--- src/rtl/load_seq_pkg.sv ---
// Shared definitions for the boot-load sequencer: state encoding and failure codes.
// Also meant for the supervisor and status-register logic that decode fail_code.
package load_seq_pkg;

  // State encoding, kept as named constants so status logic can decode a mirrored state
  localparam logic [2:0] ENC_IDLE       = 3'd0;
  localparam logic [2:0] ENC_FLASH_REQ  = 3'd1;
  localparam logic [2:0] ENC_FLASH_WAIT = 3'd2;
  localparam logic [2:0] ENC_FRAM_REQ   = 3'd3;
  localparam logic [2:0] ENC_FRAM_WAIT  = 3'd4;
  localparam logic [2:0] ENC_GAP        = 3'd5;
  localparam logic [2:0] ENC_DONE       = 3'd6;
  localparam logic [2:0] ENC_FAIL       = 3'd7;

  typedef enum logic [2:0] {
    ST_IDLE       = ENC_IDLE,
    ST_FLASH_REQ  = ENC_FLASH_REQ,
    ST_FLASH_WAIT = ENC_FLASH_WAIT,
    ST_FRAM_REQ   = ENC_FRAM_REQ,
    ST_FRAM_WAIT  = ENC_FRAM_WAIT,
    ST_GAP        = ENC_GAP,
    ST_DONE       = ENC_DONE,
    ST_FAIL       = ENC_FAIL
  } state_t;

  // Last-failure cause reported on fail_code
  localparam logic [2:0] FC_NONE      = 3'd0;
  localparam logic [2:0] FC_FLASH_ERR = 3'd1;
  localparam logic [2:0] FC_FLASH_TO  = 3'd2;
  localparam logic [2:0] FC_FRAM_ERR  = 3'd3;
  localparam logic [2:0] FC_FRAM_TO   = 3'd4;

endpackage

--- src/rtl/load_seq_ctrl_if.sv ---
// Handshake and status bundle between the load sequencer and its surroundings
// (supervisor start/status, flash and FRAM load FSM strobes and responses).
interface load_seq_ctrl_if;
  logic       load_start;
  logic       flash_fsm_en;
  logic       flash_fsm_done;
  logic       flash_fsm_error;
  logic       fram_fsm_en;
  logic       fram_fsm_done;
  logic       fram_fsm_error;
  logic       load_busy;
  logic       load_done;
  logic       load_error;
  logic [2:0] fail_code;
  logic [2:0] retry_cnt;

  // Sequencer side
  modport master (
    input  load_start, flash_fsm_done, flash_fsm_error, fram_fsm_done, fram_fsm_error,
    output flash_fsm_en, fram_fsm_en, load_busy, load_done, load_error, fail_code, retry_cnt
  );

  // Environment side (supervisor plus the two load FSMs)
  modport slave (
    output load_start, flash_fsm_done, flash_fsm_error, fram_fsm_done, fram_fsm_error,
    input  flash_fsm_en, fram_fsm_en, load_busy, load_done, load_error, fail_code, retry_cnt
  );
endinterface

--- src/rtl/load_stage_wdt.sv ---
// Shared stage counter: watchdog during the WAIT states, back-off counter during GAP.
// hit compares against a limit chosen at runtime by the sequencer.
module load_stage_wdt #(
  parameter int TO_W = 26
) (
  input  logic            clk,
  input  logic            srst,
  input  logic            clr,
  input  logic            inc,
  input  logic [TO_W-1:0] limit,
  output logic            hit
);

  logic [TO_W-1:0] cnt_reg;

  // Counter: clear wins over increment, holds otherwise
  always_ff @(posedge clk) begin
    if (srst || clr) begin
      cnt_reg <= '0;
    end else if (inc) begin
      cnt_reg <= cnt_reg + TO_W'(1);
    end
  end

  assign hit = (cnt_reg == limit);

endmodule

--- src/rtl/load_seq_ctrl.sv ---
// Boot-load sequencer: flash stage then FRAM stage, per-stage watchdog,
// bounded full-sequence retry with back-off, sticky done/error and failure code.
module load_seq_ctrl
  import load_seq_pkg::*;
#(
  parameter int TIMEOUT_CYC = 50_000_000,
  parameter int TO_W        = 26,
  parameter int MAX_RETRY   = 2,
  parameter int GAP_CYC     = 1024
) (
  input logic             sys_clk,
  input logic             glbl_rst,
  load_seq_ctrl_if.master bus
);

  localparam logic [TO_W-1:0] TO_LIMIT  = TO_W'(TIMEOUT_CYC - 1);
  localparam logic [TO_W-1:0] GAP_LIMIT = TO_W'(GAP_CYC - 1);
  localparam logic [2:0]      RETRY_MAX = 3'(MAX_RETRY);

  state_t          state_reg, state_next;
  logic            busy_reg, busy_next;
  logic            done_reg, done_next;
  logic            error_reg, error_next;
  logic [2:0]      code_reg, code_next;
  logic [2:0]      retry_reg, retry_next;

  logic            wdt_clr, wdt_inc, wdt_hit;
  logic [TO_W-1:0] wdt_limit;
  logic            flash_en, fram_en;
  logic            fail_now;
  logic [2:0]      fail_cause;

  load_stage_wdt #(.TO_W(TO_W)) u_wdt (
    .clk   (sys_clk),
    .srst  (glbl_rst),
    .clr   (wdt_clr),
    .inc   (wdt_inc),
    .limit (wdt_limit),
    .hit   (wdt_hit)
  );

  // State and sticky status registers
  always_ff @(posedge sys_clk) begin
    if (glbl_rst) begin
      state_reg <= ST_IDLE;
      busy_reg  <= 1'b0;
      done_reg  <= 1'b0;
      error_reg <= 1'b0;
      code_reg  <= FC_NONE;
      retry_reg <= 3'd0;
    end else begin
      state_reg <= state_next;
      busy_reg  <= busy_next;
      done_reg  <= done_next;
      error_reg <= error_next;
      code_reg  <= code_next;
      retry_reg <= retry_next;
    end
  end

  // Next state, status updates, watchdog control and strobes
  always_comb begin
    state_next = state_reg;
    busy_next  = busy_reg;
    done_next  = done_reg;
    error_next = error_reg;
    code_next  = code_reg;
    retry_next = retry_reg;
    wdt_clr    = 1'b0;
    wdt_inc    = 1'b0;
    wdt_limit  = TO_LIMIT;
    flash_en   = 1'b0;
    fram_en    = 1'b0;
    fail_now   = 1'b0;
    fail_cause = FC_NONE;

    case (state_reg)
      ST_IDLE, ST_DONE, ST_FAIL: begin
        if (bus.load_start) begin
          state_next = ST_FLASH_REQ;
          busy_next  = 1'b1;
          done_next  = 1'b0;
          error_next = 1'b0;
          code_next  = FC_NONE;
          retry_next = 3'd0;
        end
      end
      ST_FLASH_REQ: begin
        flash_en   = 1'b1;
        wdt_clr    = 1'b1;
        state_next = ST_FLASH_WAIT;
      end
      ST_FLASH_WAIT: begin
        // error beats done, done beats the timeout compare
        if (bus.flash_fsm_error) begin
          fail_now   = 1'b1;
          fail_cause = FC_FLASH_ERR;
        end else if (bus.flash_fsm_done) begin
          state_next = ST_FRAM_REQ;
        end else if (wdt_hit) begin
          fail_now   = 1'b1;
          fail_cause = FC_FLASH_TO;
        end else begin
          wdt_inc = 1'b1;
        end
      end
      ST_FRAM_REQ: begin
        fram_en    = 1'b1;
        wdt_clr    = 1'b1;
        state_next = ST_FRAM_WAIT;
      end
      ST_FRAM_WAIT: begin
        if (bus.fram_fsm_error) begin
          fail_now   = 1'b1;
          fail_cause = FC_FRAM_ERR;
        end else if (bus.fram_fsm_done) begin
          state_next = ST_DONE;
          done_next  = 1'b1;
          busy_next  = 1'b0;
        end else if (wdt_hit) begin
          fail_now   = 1'b1;
          fail_cause = FC_FRAM_TO;
        end else begin
          wdt_inc = 1'b1;
        end
      end
      ST_GAP: begin
        wdt_limit = GAP_LIMIT;
        if (wdt_hit) begin
          state_next = ST_FLASH_REQ;
        end else begin
          wdt_inc = 1'b1;
        end
      end
      default: begin
        state_next = ST_IDLE;
      end
    endcase

    // Common failure handling: record cause, then retry via GAP or give up
    if (fail_now) begin
      code_next = fail_cause;
      wdt_clr   = 1'b1;
      if (retry_reg < RETRY_MAX) begin
        retry_next = retry_reg + 3'd1;
        state_next = ST_GAP;
      end else begin
        state_next = ST_FAIL;
        error_next = 1'b1;
        busy_next  = 1'b0;
      end
    end
  end

  assign bus.flash_fsm_en = flash_en;
  assign bus.fram_fsm_en  = fram_en;
  assign bus.load_busy    = busy_reg;
  assign bus.load_done    = done_reg;
  assign bus.load_error   = error_reg;
  assign bus.fail_code    = code_reg;
  assign bus.retry_cnt    = retry_reg;

endmodule

--- src/flat_wrapper.sv ---
// flat-port wrapper written by rule: the top's interface ports become plain ports
module load_seq_ctrl_flat import load_seq_pkg::*;
#(
  parameter int TIMEOUT_CYC = 50_000_000,
  parameter int TO_W        = 26,
  parameter int MAX_RETRY   = 2,
  parameter int GAP_CYC     = 1024
)
  (sys_clk, glbl_rst, bus_load_start, bus_flash_fsm_done, bus_flash_fsm_error, bus_fram_fsm_done, bus_fram_fsm_error, bus_flash_fsm_en, bus_fram_fsm_en, bus_load_busy, bus_load_done, bus_load_error, bus_fail_code, bus_retry_cnt);
  load_seq_ctrl_if bus_i ();
  input logic sys_clk;
  input logic glbl_rst;
  input wire logic [$bits(bus_i.load_start)-1:0] bus_load_start;
  input wire logic [$bits(bus_i.flash_fsm_done)-1:0] bus_flash_fsm_done;
  input wire logic [$bits(bus_i.flash_fsm_error)-1:0] bus_flash_fsm_error;
  input wire logic [$bits(bus_i.fram_fsm_done)-1:0] bus_fram_fsm_done;
  input wire logic [$bits(bus_i.fram_fsm_error)-1:0] bus_fram_fsm_error;
  output wire logic [$bits(bus_i.flash_fsm_en)-1:0] bus_flash_fsm_en;
  output wire logic [$bits(bus_i.fram_fsm_en)-1:0] bus_fram_fsm_en;
  output wire logic [$bits(bus_i.load_busy)-1:0] bus_load_busy;
  output wire logic [$bits(bus_i.load_done)-1:0] bus_load_done;
  output wire logic [$bits(bus_i.load_error)-1:0] bus_load_error;
  output wire logic [$bits(bus_i.fail_code)-1:0] bus_fail_code;
  output wire logic [$bits(bus_i.retry_cnt)-1:0] bus_retry_cnt;
  assign bus_i.load_start = bus_load_start;
  assign bus_i.flash_fsm_done = bus_flash_fsm_done;
  assign bus_i.flash_fsm_error = bus_flash_fsm_error;
  assign bus_i.fram_fsm_done = bus_fram_fsm_done;
  assign bus_i.fram_fsm_error = bus_fram_fsm_error;
  assign bus_flash_fsm_en = bus_i.flash_fsm_en;
  assign bus_fram_fsm_en = bus_i.fram_fsm_en;
  assign bus_load_busy = bus_i.load_busy;
  assign bus_load_done = bus_i.load_done;
  assign bus_load_error = bus_i.load_error;
  assign bus_fail_code = bus_i.fail_code;
  assign bus_retry_cnt = bus_i.retry_cnt;
  load_seq_ctrl #(.TIMEOUT_CYC(TIMEOUT_CYC), .TO_W(TO_W), .MAX_RETRY(MAX_RETRY), .GAP_CYC(GAP_CYC)) u_core (.sys_clk(sys_clk), .glbl_rst(glbl_rst), .bus(bus_i));
endmodule
--- config.mk ---
export PLATFORM = sky130hd
export DESIGN_NAME = load_seq_ctrl_flat
export DESIGN_NICKNAME = d
export VERILOG_FILES = /design/src/rtl/load_seq_pkg.sv /design/src/rtl/load_seq_ctrl_if.sv /design/src/rtl/load_stage_wdt.sv /design/src/rtl/load_seq_ctrl.sv /design/src/flat_wrapper.sv
export SDC_FILE = /design/constraint.sdc
export NUM_CORES = 1
export LEC_CHECK = 0
export ABC_AREA = 1
export ABC_CLOCK_PERIOD_IN_PS = 2170
export CORE_UTILIZATION = 30
export CTS_BUF_LIST = sky130_fd_sc_hd__clkbuf_4 sky130_fd_sc_hd__clkbuf_8 sky130_fd_sc_hd__clkbuf_16
export DETAILED_ROUTE_END_ITERATION = 12
export HOLD_SLACK_MARGIN = 0.1
export REMOVE_ABC_BUFFERS = 1
export SLEW_MARGIN = 20
export SYNTH_ARGS = -nofsm -noshare
export SYNTH_HDL_FRONTEND = slang
export SYNTH_SLANG_ARGS = --single-unit
--- constraint.sdc ---
create_clock -name sys_clk -period 2.17 [get_ports sys_clk]
set_clock_uncertainty 0.1 [all_clocks]
set_input_delay 0.651 -clock sys_clk [delete_from_list [all_inputs] [get_ports sys_clk]]
set_output_delay 0.651 -clock sys_clk [all_outputs]
set_load 0.02 [all_outputs]
Word-level counts from Yosys, hierarchy flattened
Cells that the tools add are included.
{"block": "op_classes", "add_sub_neg": 2, "order_cmp": 1, "eq_ne": 17, "mux": 54, "reduce_logical": 10}
{"op": "$mux W3", "count": 19}
{"op": "$add A26 B1 Y26 const B", "count": 1}
{"op": "$eq A26 B26 Y1", "count": 1}
{"op": "$mux W1", "count": 26}
{"op": "$mux W26", "count": 1}
{"op": "$ne A3 B2 Y1 const B", "count": 6}
{"op": "$pmux W3 S6", "count": 1}
{"op": "$eq A3 B3 Y1 const B", "count": 4}
{"op": "$eq A3 B2 Y1 const B", "count": 2}
{"op": "$ne A2 B2 Y1 const B", "count": 3}
{"op": "$pmux W1 S2", "count": 3}
{"op": "$pmux W3 S2", "count": 1}
{"op": "$reduce_and A6 Y1", "count": 1}
{"op": "$reduce_bool A2 Y1", "count": 3}
{"op": "$mux W2", "count": 2}
{"op": "$reduce_and A4 Y1", "count": 1}
{"op": "$add A3 B1 Y3 const B", "count": 1}
{"op": "$eq A3 B1 Y1 const B", "count": 1}
{"op": "$logic_not A3 Y1", "count": 1}
{"op": "$lt A3 B2 Y1 const B", "count": 1}
{"op": "$pmux W1 S3", "count": 1}
{"op": "$reduce_or A3 Y1", "count": 1}
{"op": "$reduce_and A2 Y1", "count": 1}
{"op": "$reduce_or A2 Y1", "count": 1}
{"op": "$logic_or A1 B1 Y1", "count": 1}
{"block": "word_totals", "ff_bits": 38, "input_bits": 7, "out_inout_bits": 11, "wordCells": 91}

Depth between registers and ports, before layout
{"block": "logic_depth", "word_depth": 9, "mapped_depth": 14, "ltp_nobuf": 14}

Hierarchy
From an unflattened synthesis, not the netlist that was laid out.
{"block": "unflattened", "cells_unflattened": 396, "hier_area_um2": 2531.2}
{"mod": "load_stage_wdt", "instances": 1, "cells_each": 273, "area_per_inst_um2": 1721.7, "seq_area_each_um2": 520.5}
{"mod": "load_seq_ctrl", "instances": 1, "cells_each": 123, "area_per_inst_um2": 809.5, "seq_area_each_um2": 240.2}

Least setup slack after synthesis
Ideal clock, no wire load.
{"block": "synth_timing", "path_type": "register to register", "start": "reg u_core.u_wdt.cnt_reg[0]", "end": "reg u_core.u_wdt.cnt_reg[8]", "setup_time_ns": 0.122, "t_arrival_ns": 1.571, "t_required_ns": 1.948, "slack_ns": 0.377, "path_stages_with_launch": 14, "n_path_buf": 1, "synth_period_minus_slack_ns": 1.793, "cell_sequence": "dfxtp_1 > ha_1 > nand2_1 > inv_1 > nand2_2 > nor2_2 > nand2_1 > nor2_2 > nand3_1 > nand2_2 > nor3_4 > inv_2 > buf_6 > a21oi_2"}
{"block": "synth_between", "elab_chain_len": 7, "elab_cells_between_ends": 16, "classes_between": "add/sub: 1; eq/ne: 1; mux: 13; reduce/logical: 1"}
{"element": "start, declared", "line_no": "load_stage_wdt.sv:14", "rtl": "logic [TO_W-1:0] cnt_reg;"}
{"element": "start signal, assigned", "line_no": "load_stage_wdt.sv:21", "rtl": "cnt_reg <= cnt_reg + TO_W'(1);"}
{"element": "$eq A26 B26 Y1", "line_no": "load_stage_wdt.sv:25", "rtl": "assign hit = (cnt_reg == limit);"}
{"element": "$mux W1", "line_no": "load_seq_ctrl.sv:100, load_seq_ctrl.sv:120"}
{"element": "$mux W1 (on tied branches)", "line_no": "load_seq_ctrl.sv:116, load_seq_ctrl.sv:98"}
{"element": "$mux W1 (on tied branches)", "line_no": "load_seq_ctrl.sv:113, load_seq_ctrl.sv:95"}
{"element": "$pmux W1 S2", "line_no": "load_seq_ctrl.sv:77", "rtl": "case (state_reg)"}
{"element": "$mux W1", "line_no": "load_seq_ctrl.sv:141", "rtl": "if (fail_now) begin"}
{"element": "$logic_or A1 B1 Y1", "line_no": "load_stage_wdt.sv:18", "rtl": "if (srst || clr) begin"}
Several ways; a longest one is shown, not always the timed one.
A chain may end at the register's enable or synchronous reset.

Worst setup path after layout
{"block": "layout_timing", "start": "reg u_core.state_reg[1]", "end": "out bus_flash_fsm_en"}
{"block": "layout_between", "elab_chain_len": 2}
{"element": "start, declared", "line_no": "load_seq_ctrl.sv:20", "rtl": "state_t state_reg, state_next;"}
{"element": "start signal, assigned", "line_no": "load_seq_ctrl.sv:52", "rtl": "state_reg <= state_next;"}
{"element": "$eq A3 B1 Y1", "line_no": "load_seq_ctrl.sv:77"}
{"element": "$mux W1", "line_no": "load_seq_ctrl.sv:77"}
{"element": "end, declared", "line_no": "flat_wrapper.sv:18", "rtl": "output wire logic [$bits(bus_i.flash_fsm_en)-1:0] bus_flash_fsm_en;"}
Every way passes these cells.

==> flow_metrics.py <==
metrics = {
    "min_path": {
        "hold_depth": 2,
        "hold_path.class": "reg -> reg",
    },
    "final_layout": {
        "seq_area_um2": 763,
        "fillers": 867,
        "diodes": 0,
        "largest_reg_flops": 26,
        "multi_input_area_um2": 1430,
        "instances_no_fill": 511,
        "drive_above_1_share_pct": 14.7,
        "area_delta_synth_final_pct": 18.7,
        "layout.nets": 417,
        "final_cell_area_um2": 2890,
    },
    "yosys": {
        "synth_top_area_share_pct": 31.2,
        "synthCells": 378,
        "yosysUniqueCellTypes": 27,
        "async_reset_ff_share_pct": 0,
        "avgSynthCellArea_um2": 6.45,
        "ys.warnings.count": 0,
        "synth_edf_count": 0,
        "synth.top_cells.by_count": "nand2_1 (116), inv_1 (47), dfxtp_1 (38)",
        "yosys.area.top_type": "dfxtp_1",
        "yosysSeqAreaShare_pct": 31.2,
        "yosysMostFrequentCell": "nand2_1",
        "synth_area_leaders": "dfxtp_1 (31%), nand2_1 (18%), inv_1 (7.2%), a21oi_2 (7.2%), nor2_1 (5.7%)",
        "synth_area_um2": 2440,
        "synth_seq_cells": 38,
        "ys.flop_type": "dfxtp_1",
    },
    "cts": {
        "cts.sinks": 38,
        "path_clk_slew_ps": 80,
        "insertion_delay_ps": 290,
        "numCtsBuffers": 5,
        "cts_root_buffer": "clkbuf_8",
        "htreeDepth": 2,
        "cts_setup_buffers": 0,
        "cts_tree": "yes",
        "cts_buffer_depth": 2,
    },
    "floorplanning": {
        "die_y_um": 92.1,
        "initial_utilization_pct": 31.2,
        "fp-row-count": 32,
        "pin_count": 18,
        "die_w_um": 92.1,
        "dieArea_um2": 8490,
        "core_area_um2": 7810,
    },
    "critical_path": {
        "crit_chain": "inv_2 -> nand2_1 -> nor2_1 -> dlygate4sd2_1",
        "endpoint_kind": "output port",
        "start_kind": "flip-flop",
        "cp_data_arrival_time_ps": 1300,
        "path_class": "reg -> out",
        "cp.required_ps": 1420,
        "cpMaxStageDelayCell": "dfxtp_1",
        "crit_fanout": 5,
        "r2r_cells": 13,
        "max_stage_delay_ps": 370,
    },
    "timing": {
        "tightest_slew_ps": 450,
        "setup_viol": 0,
        "relSlewSlack_pct": 69.8,
        "timing.fmax_mhz": 487,
        "slew_viol_final": 0,
        "period_needed_ps": 2050,
        "hold_viol_final": 0,
        "rsz0062_at_grt": "no",
        "period_share_pct": 94.6,
    },
    "detailed_routing": {
        "routed_wl_um": 6080,
        "dr.pass1.iters": 4,
        "drc": 0,
        "wl_per_cell_um": 11.9,
        "vias": 2383,
        "antenna_left": 0,
        "post_drt_via_cell_ratio": 4.66,
        "drtIter0Drc": 110,
    },
    "placement": {
        "dp_hpwl_um": 4810,
        "gp_congestion": 0.934,
        "port_buffers": 17,
        "dp_cells": 503,
        "dpl_cell_area_um2": 2800,
    },
    "pwr": {
        "power_density_nw_per_um2": 790,
        "comb_power_share_pct": 41.9,
        "net-switching-power_uw": 910,
        "swShare_pct": 39.8,
        "p_seq_share_pct": 35.5,
        "p_clk_share_pct": 22.6,
        "leakage_nw": 1.11,
        "irDropWorstVdd_uv": 336,
        "p_int_mw": 1.38,
    },
    "outcome": {
        "status": "finished clean",
    },
    "global_route": {
        "antenna_found_initial": 0,
        "gr-usage-all-layers_pct": 15.4,
        "grt_overflow_total": 0,
        "grt_pass1_wl_um": 10500,
        "grt_pass1_vias": 2241,
        "grt_max_degree": 23,
    },
    "flow_run": {
        "cap_violations": 0,
    },
}
cell type report:
cell class                      count  area share, %
Clock buffer                        7           3.11
Clock inverter                      1          0.173
Inverter                           50           6.49
Multi-Input combinational cell    282           49.3
Sequential cell                    38           26.4
Tap cell                          102           4.41
Timing Repair Buffer               31           10.2
through the flow:
stage	total power, mW	setup TNS (ps)	util (%)	hold slack [ps]	setup slack [ps]
3_3_place_gp	1.79	-17.4	35.9	355	-17.4
6_report	2.28	0	37.1	368	117
4_1_cts	2.31	0	37.1	372	58.6
2_1_floorplan	1.39	0	-	367	32.4
5_1_grt	2.44	0	37.1	396	19.7
3_5_place_dp	1.79	-477	35.9	359	-37.7
placed cells by master (no fill, tap or decap), types with 4 or more instances in the layout:
master and n:
nand2_1 116, nor2_2 6, buf_4 12, inv_1 47
dfxtp_1 36, o21ai_0 10, nor3_1 14, xor2_1 14
nand3_1 25, clkbuf_8 6, nand2_2 4, a21oi_1 12
nand4_1 8, nor2_1 37, a21oi_2 20, nor4_1 5
clkdlybuf4s50_1 15
what timing repair did:
item                                    4_1_cts  5_1_grt
endpoints found under the hold margin         0        0
gates resized for setup                       2        4
cloned                                        0        0
endpoints found under the setup margin        2        3
hold buffers                                  0        0
logic make-up after synthesis:
logic type	share of synthesized area [%]
buffers and inverters	10.3
XOR/XNOR	5.75
flip-flops	31.2
AO/OA/AOI/OAI	12.3
AND/OR/NAND/NOR	39.4
adder cells (fa/ha/maj)	1.03
path summary, 6_finish.rpt:
path,from,slack [ps],to
max,u_core.state_reg[1],120,bus_flash_fsm_en
min,u_core.bus.fail_code[2],370,u_core.bus.fail_code[2]
max reg2reg,u_core.u_wdt.cnt_reg[0],250,u_core.u_wdt.cnt_reg[1]
min reg2reg,u_core.bus.fail_code[2],370,u_core.bus.fail_code[2]
metal layers:
layer	vias to the layer above	part of all wire (%)	routed length (um)	GRT usage, %
met4	0	1.3	78	4.95
met3	9	3.4	207	3.40
li1	1267	-	-	-
met2	32	45	2720	24.6
met1	1075	50	3070	20.6
met5	-	0	0	0
critical path: cells and delay by family, from the launching register on:
family / cells / cell delay [ps]
and+or+nand+nor: 2 / 200
DFF: 1 / 370
buffers and inverters: 2 / 440
power by group through the flow:
stage | sequential (mW) | combinational (mW) | clock [mW]
global placement | 0.823 | 0.962 | 0
CTS | 0.809 | 0.964 | 0.540
finish | 0.812 | 0.957 | 0.516
global route | 0.820 | 1.06 | 0.564
detailed placement | 0.822 | 0.971 | 0
floorplan | 0.837 | 0.555 | 0
(Power assumes the default switching activity.)
